===== src/rtl/weighted_rr_arbiter.sv =====
// N-way weighted round-robin arbiter with per-requester lock.
// Registered one-hot grant, encoded index and valid; no combinational path from inputs to outputs.
module weighted_rr_arbiter #(
  parameter int unsigned N  = 4,
  parameter int unsigned WW = 3,
  localparam int unsigned IW = $clog2(N)
) (
  input  logic              clk,
  input  logic              rst_n,
  input  logic [N-1:0]      REQ,
  input  logic [N-1:0]      LOCK,
  input  logic [N*WW-1:0]   WEIGHT,
  output logic [N-1:0]      GNT,
  output logic [IW-1:0]     GNT_IDX,
  output logic              GNT_VALID
);

  // One extra bit so ptr + offset can be reduced mod N without overflow.
  localparam int unsigned CW = IW + 1;

  logic [IW-1:0] ptr_q;
  logic [WW-1:0] cnt_q;

  logic [WW-1:0] own_weight;
  logic          own_req;
  logic          hold_lock;
  logic          hold_cnt;
  logic          win_found;
  logic [IW-1:0] win_idx;
  logic [IW-1:0] win_next_ptr;
  logic [CW-1:0] cand;
  logic [N-1:0]  win_onehot;

  always_comb begin
    own_weight = WEIGHT[GNT_IDX*WW +: WW];
    own_req    = GNT_VALID & REQ[GNT_IDX];
    hold_lock  = own_req & LOCK[GNT_IDX];
    hold_cnt   = own_req & (cnt_q < own_weight);
  end

  // Rotating priority search starting at ptr_q, unrolled into a single cycle.
  always_comb begin
    win_found = 1'b0;
    win_idx   = '0;
    cand      = '0;
    for (int k = 0; k < N; k++) begin
      cand = {1'b0, ptr_q} + CW'(k);
      if (cand >= CW'(N)) begin
        cand = cand - CW'(N);
      end
      if (!win_found && REQ[cand[IW-1:0]]) begin
        win_found = 1'b1;
        win_idx   = cand[IW-1:0];
      end
    end
    win_next_ptr = (win_idx == IW'(N - 1)) ? '0 : win_idx + IW'(1);
    win_onehot   = {{(N-1){1'b0}}, 1'b1} << win_idx;
  end

  always_ff @(posedge clk or negedge rst_n) begin
    if (!rst_n) begin
      GNT       <= '0;
      GNT_IDX   <= '0;
      GNT_VALID <= 1'b0;
      ptr_q     <= '0;
      cnt_q     <= '0;
    end else if (hold_lock) begin
      cnt_q <= cnt_q;
    end else if (hold_cnt) begin
      cnt_q <= cnt_q + WW'(1);
    end else if (win_found) begin
      GNT       <= win_onehot;
      GNT_IDX   <= win_idx;
      GNT_VALID <= 1'b1;
      ptr_q     <= win_next_ptr;
      cnt_q     <= '0;
    end else begin
      GNT       <= '0;
      GNT_IDX   <= '0;
      GNT_VALID <= 1'b0;
      cnt_q     <= '0;
    end
  end

endmodule

===== config.mk =====
export PLATFORM = sky130hd
export DESIGN_NAME = weighted_rr_arbiter
export DESIGN_NICKNAME = d
export VERILOG_FILES = /design/src/rtl/weighted_rr_arbiter.sv
export SDC_FILE = /design/constraint.sdc
export NUM_CORES = 1
export LEC_CHECK = 0
export ABC_AREA = 0
export CAP_MARGIN = 20
export CELL_PAD_IN_SITES_DETAIL_PLACEMENT = 1
export CELL_PAD_IN_SITES_GLOBAL_PLACEMENT = 1
export CORE_MARGIN = 3
export CORE_UTILIZATION = 36
export DETAILED_ROUTE_END_ITERATION = 8
export GPL_ROUTABILITY_DRIVEN = 0
export PLACE_DENSITY = 0.84
export SYNTH_ARGS = -nofsm -noshare
export SYNTH_HDL_FRONTEND = slang
export SYNTH_SLANG_ARGS = --single-unit

===== constraint.sdc =====
create_clock -name clk -period 6.3 [get_ports clk]
set_input_delay 1.26 -clock clk [delete_from_list [all_inputs] [get_ports clk]]
set_output_delay 1.26 -clock clk [all_outputs]
set_load 0.02 [all_outputs]

==> results.ini, run 1 <==
[clock_tree]
cts_resized=0
hold_buffers=0
cts_setup_buffers=0
cts_sinks=12
cts-root-buf=clkbuf_4
cts.clk_slew.worst_paths_ns=0.07
clockBufferDepth=2
cts_made_buffers=3
htreeDepth=1
clock_latency_ns=0.28
cts_tree=done

[finish]
fin_cells=140
final_nets=142
multi_input_area_sq_um=508
fillers=262
synthToLayoutAreaGrowth_pct=38.1
seq_area_sq_um=300
n_antenna_cell=0
post_route_cells_drive_above_1_share_pct=11.6

[sta]
fin_crit_sh_pct=49.8
max_freq_ghz=0.319
min_period_ns=3.14
rsz0062_at_grt=false
worst_pin_slew_ns=0.630
drv_slew=0
clock_skew_ns=0.00905
setup_tns_ns=0
hold_violations=0
slew_headroom_pct=57.7
setup_viol=0

[pwr]
p_leak_nw=0.551
pwr-share-comb_pct=58.5
powerDensity_nw_per_um2=420
p_sw_mw=0.206
ir_worst_vdd_v=0.000251
power_frac_clock_pct=12.4
swShare_pct=40.8
seqPwrFrac_pct=29.2
p_int_mw=0.299

[yosys]
synthArstFlopShare_pct=100
yosysMostFrequentCell=dfrtp_1
yosys.area.top_type=dfrtp_1
syn_area_per_cell_sq_um=10.5
synth_cell_types=31
seq_area_frac_synth_pct=34.5
ys_ff_latch=12
synth-main-ff-cell=dfrtp_1
postSynthNetCount=112
syn_inst=83
synth_top_area_share_pct=34.5
synthesis.area_sq_um=870
synthTopCellsByCount=12 x dfrtp_1, 11 x inv_1, 10 x nand2_1
synth_area_leaders=dfrtp_1 35%, ha_1 10%, mux2i_1 8.1%
synth_edf_count=0
yosysWarningCount=0

[worst_setup_path]
cp-end-kind=flop
crit_type=input port to flop
worstPathMaxFanout=5
worst_setup_path_start_kind=input port
startpoint=WEIGHT[4]
cp_data_required_time_ns=6.46
r2r_start=GNT_IDX[0]
critPathArrivalTime_ns=3.30

[placed_design]
io_buffers=28
place_inst=136
dp_hpwl_mm=1.70

[detailed_routing]
drt_iter0_drc=4
postRouteAntennaNets=0
firstDrtPassIters=2
routed_via_density=5.18
drc=0
totalWireLength_mm=2.11
wire_per_inst_um=15.1
vias=725

[floorplan]
die_area_sq_um=3040
initial_core_util_pct=38.6
io_pins=29
die_w_um=55.1
dieHeight_um=55.1
rows=17
core_area_sq_um=2250

[run_status]
status=complete, no violations

[global_route]
grt_max_degree=13
grt_pass1_wl_mm=3.47
grt_pass1_vias=750
antenna_found_initial=0
track_usage_pct=16.4
grt-ovfl-total=0

[min_path]
holdCritStartpoint=GNT[1]
hp-class=flop to flop

[run]
maxCapViolCount=0

-- power groups by stage --
stage	Clock (mW)	Sequential (mW)	Combinational (mW)
after floorplan	0	0.146	0.217
after global placement	0	0.148	0.288
after detailed placement	0	0.149	0.298
after CTS	0.0654	0.148	0.300
after global routing	0.0688	0.153	0.327
final	0.0624	0.147	0.295
-- sequential cells by signal, summed over array words and instances, names as in the netlist --
signal and count:
GNT 4, cnt_q 3, GNT_IDX 2, ptr_q 2
GNT_VALID 1
-- worst paths after layout --
check | end | slack [ns] | cells past startpoint
worst min-delay path | GNT[1] | 0.54 | 2
min in group asynchronous | cnt_q[0] | 1.32 | 1
worst max-delay path | ptr_q[1] | 3.16 | 8
max in group asynchronous | ptr_q[1] | 4.61 | 1
worst min register to register | GNT[1] | 0.54 | 2
worst max register to register | GNT_IDX[1] | 3.81 | 8
-- area by class of cell --
class                   count  area share (%)
clock buffers               4            3.02
inverters                  11            3.44
multi-input cells          57            42.3
flip-flops and latches     12            25.0
well taps                  28            2.92
repair buffers             28            23.3
-- worst max-delay path, cell delays in order --
cell             delay (ns)
clkdlybuf4s50_1        0.41
mux4_1                 0.51
inv_1                  0.08
ha_1                   0.11
o311ai_0               0.14
o21ai_2                0.31
nand3_2                0.16
mux2_4                 0.32
-- cells by family (layout without fill, tap and decap cells) --
family / Yosys count / count (layout) / synth area share (%)
adder cells (fa/ha/maj): 7 / 7 / 10.1
multiplexers: 13 / 13 / 21.9
AO/OA/AOI/OAI: 15 / 15 / 12.4
AND/OR/NAND/NOR: 22 / 22 / 14.1
flip-flops: 12 / 12 / 34.5
buffers and inverters: 14 / 43 / 7.05
-- layer usage --
metal  track usage, %  wire length [um]
met4             3.64                11
met2             30.1              1110
met3             5.36               130
met5                0                 0
met1             18.1               857
-- cells in the final DEF (no fill, tap or decap), types with 2 or more instances in the layout --
cell type and count:
a21oi_1 2, clkbuf_4 3, clkdlybuf4s50_1 28, dfrtp_1 12, ha_1 7, inv_1 11
mux2_4 3, mux2i_1 7, mux4_1 2, nand2_1 10, nand2b_1 3, nand3_1 2
o21ai_0 4
-- through the flow --
stage | worst slack (ns) | area [sq um] | total power, mW | utilization, % | hold slack [ns]
2_1_floorplan | 3.37 | 870 | 0.363 | - | 0.475
6_report | 3.16 | 1200 | 0.505 | 53.3 | 0.537
3_5_place_dp | 2.87 | 1160 | 0.447 | 51.7 | 0.531
4_1_cts | 3.15 | 1200 | 0.513 | 53.3 | 0.549
5_1_grt | 3.05 | 1200 | 0.549 | 53.3 | 0.575
3_3_place_gp | 2.89 | 1160 | 0.436 | 51.7 | 0.520
(Power assumes the default switching activity.)
==> inputs of run 2 (changes only) <==
--- a/config.mk
+++ b/config.mk
@@ -10,10 +10,10 @@
 export CELL_PAD_IN_SITES_DETAIL_PLACEMENT = 1
 export CELL_PAD_IN_SITES_GLOBAL_PLACEMENT = 1
 export CORE_MARGIN = 3
-export CORE_UTILIZATION = 36
+export CORE_UTILIZATION = 30
 export DETAILED_ROUTE_END_ITERATION = 8
 export GPL_ROUTABILITY_DRIVEN = 0
-export PLACE_DENSITY = 0.84
+export PLACE_DENSITY = 0.75
 export SYNTH_ARGS = -nofsm -noshare
 export SYNTH_HDL_FRONTEND = slang
 export SYNTH_SLANG_ARGS = --single-unit
==> constraint.sdc (replaced) <==
create_clock -name clk -period 2.5 [get_ports clk]
set_input_delay 0.5 -clock clk [delete_from_list [all_inputs] [get_ports clk]]
set_output_delay 0.5 -clock clk [all_outputs]
set_load 0.02 [all_outputs]
==> run 2 against run 1 <==
Against the previous run: via count rose by 8.1%; clock skew fell by 0.0073 ns; register-to-register slack got worse by 3.6 ns; wire length rose by 9.2%; clock power rose by 150%; first-iteration DRC count rose to 2.5 times the previous value; flip-flop and latch count did not move; critical endpoint unchanged; largest cell class unchanged; largest power group unchanged.
==> results.ini, run 2 (synthesis gave the netlist of run 1 again) <==
[run_status]
status=complete, no violations

[floorplan]
io_pins=29  ; unchanged
initial_core_util_pct=33.3  ; -5.3 points
die_area_sq_um=3580  ; +18%
die_w_um=59.8  ; +8.5%
dieHeight_um=59.8  ; +8.5%
core_area_sq_um=2610  ; +16%
rows=18  ; +1

[run]
maxCapViolCount=0  ; unchanged

[worst_setup_path]
worstPathMaxFanout=5  ; unchanged
crit_type=input port to flop
cp_data_required_time_ns=2.66  ; -3.80 ns
critPathArrivalTime_ns=2.50  ; -0.80 ns
rr_worst_depth=7  ; -1
cp-end-kind=flop
worst_setup_path_start_kind=input port

[detailed_routing]
routed_via_density=5.16  ; -0.40%
drc=0  ; unchanged
totalWireLength_mm=2.30  ; +9.2%
postRouteAntennaNets=0  ; unchanged
vias=784  ; +8.1%
firstDrtPassIters=4  ; +2
wire_per_inst_um=15.2  ; +0.62%
drt_iter0_drc=10  ; +6

[sta]
clock_skew_ns=0.00172  ; -0.00734 ns
drv_slew=0  ; unchanged
hold_slack_ns=0.536  ; -0.00128 ns
fin_crit_sh_pct=93.8
setup_viol=0  ; unchanged
min_period_ns=2.34
rsz0062_at_grt=false
hold_violations=0  ; unchanged
slew_headroom_pct=60.9  ; +3.2 points
worst_pin_slew_ns=0.580  ; -0.0507 ns
setup_tns_ns=0  ; unchanged
max_freq_ghz=0.426

[finish]
synthToLayoutAreaGrowth_pct=47.5
fillers=286  ; +9.2%
seq_area_sq_um=300  ; unchanged
n_antenna_cell=0  ; unchanged
final_common_cell=clkdlybuf4s50_1
layout_common_cells=28 x clkdlybuf4s50_1, 12 x dfrtp_1, 11 x inv_1
final_nets=152  ; +7.0%
final_util_pct=49.1  ; -4.2 points
post_route_cells_drive_above_1_share_pct=19.7  ; +8.1 points
fin_cells=152  ; +8.6%
largest_register_ffs=4  ; unchanged
multi_input_area_sq_um=512  ; +0.74%
reg_top3=GNT (4), cnt_q (3)
regMostFlops=GNT

[global_route]
grt_max_degree=13  ; unchanged
antenna_found_initial=0  ; unchanged
met2_usage_pct=26.7  ; -3.4 points
grt-ovfl-total=0  ; unchanged
grt_pass1_wl_mm=3.81  ; +9.7%
grtUsageMet1_pct=15.8  ; -2.3 points
busiest_layer=met2
track_usage_pct=14.1  ; -2.3 points
grt_pass1_vias=891  ; +19%
use_met3_pct=2.16  ; -3.2 points

[clock_tree]
htreeDepth=1  ; unchanged
cts_tree=done
cts_setup_buffers=0  ; unchanged
hold_buffers=0  ; unchanged
clockBufferDepth=2  ; unchanged
clock_latency_ns=0.27  ; about the same
cts.clk_slew.worst_paths_ns=0.08  ; about the same
cts_sinks=12  ; unchanged
cts_resized=0  ; unchanged
cts_made_buffers=3  ; unchanged
cts-root-buf=clkbuf_4

[pwr]
p_leak_nw=0.596  ; +8.1%
powerDensity_nw_per_um2=1070  ; +160%
total_power_mw=1.38  ; +170%
ir_worst_vdd_v=0.000526  ; +110%

[placed_design]
io_buffers=28  ; unchanged
dp_hpwl_mm=1.86  ; +9.4%
place_inst=148  ; +8.8%

[min_path]
hp-class=flop to flop
holdPathStages=2  ; unchanged

-- run 2: changes by cell type in the layout (fill, tap and decap cells not counted), sizes merged --
cell / before / now
buf: 0 / 10
-- run 2: path summary, 6_finish.rpt --
path,startpoint,endpoint,slack (ns)
worst max-delay path,WEIGHT[4],ptr_q[1],0.16
worst min-delay path,GNT[3],GNT[3],0.54
worst max register to register,GNT_IDX[0],ptr_q[1],0.19
worst min register to register,GNT[3],GNT[3],0.54
max in group asynchronous,rst_n,GNT_VALID,1.54
min in group asynchronous,rst_n,GNT[0],0.59
-- run 2: where the power goes --
group          internal (mW)  switching [mW]
clock                 0.0884          0.0645
combinational          0.468           0.391
sequential             0.270          0.0944
total                  0.826           0.550
-- run 2: final cells by class --
class	count	share of cell area, %
Inverter	11	3.22
Tap cell	30	2.93
Timing Repair Buffer	38	27.7
Sequential cell	12	23.4
Multi-Input combinational cell	57	39.9
Clock buffer	4	2.83
-- run 2: critical path: stages --
cell and delay [ns]:
clkdlybuf4s50_1 0.40, mux4_1 0.52, inv_1 0.07, ha_1 0.11
o311ai_0 0.19, o21ai_4 0.27, nand3_2 0.13, mux2_4 0.32
-- run 2: per-stage QoR --
stage / worst slack (ns) / area, sq um
floorplan: 0.156 / 870
global placement: -0.123 / 1240
detailed placement: -0.179 / 1240
CTS: 0.0961 / 1280
global route: 0.0489 / 1280
finish: 0.155 / 1280
-- run 2: layer usage --
layer,part of all wire (%),vias to the layer above
met1,42,390
met3,5.7,0
met4,0,0
met5,0,-
met2,52,22
li1,-,372
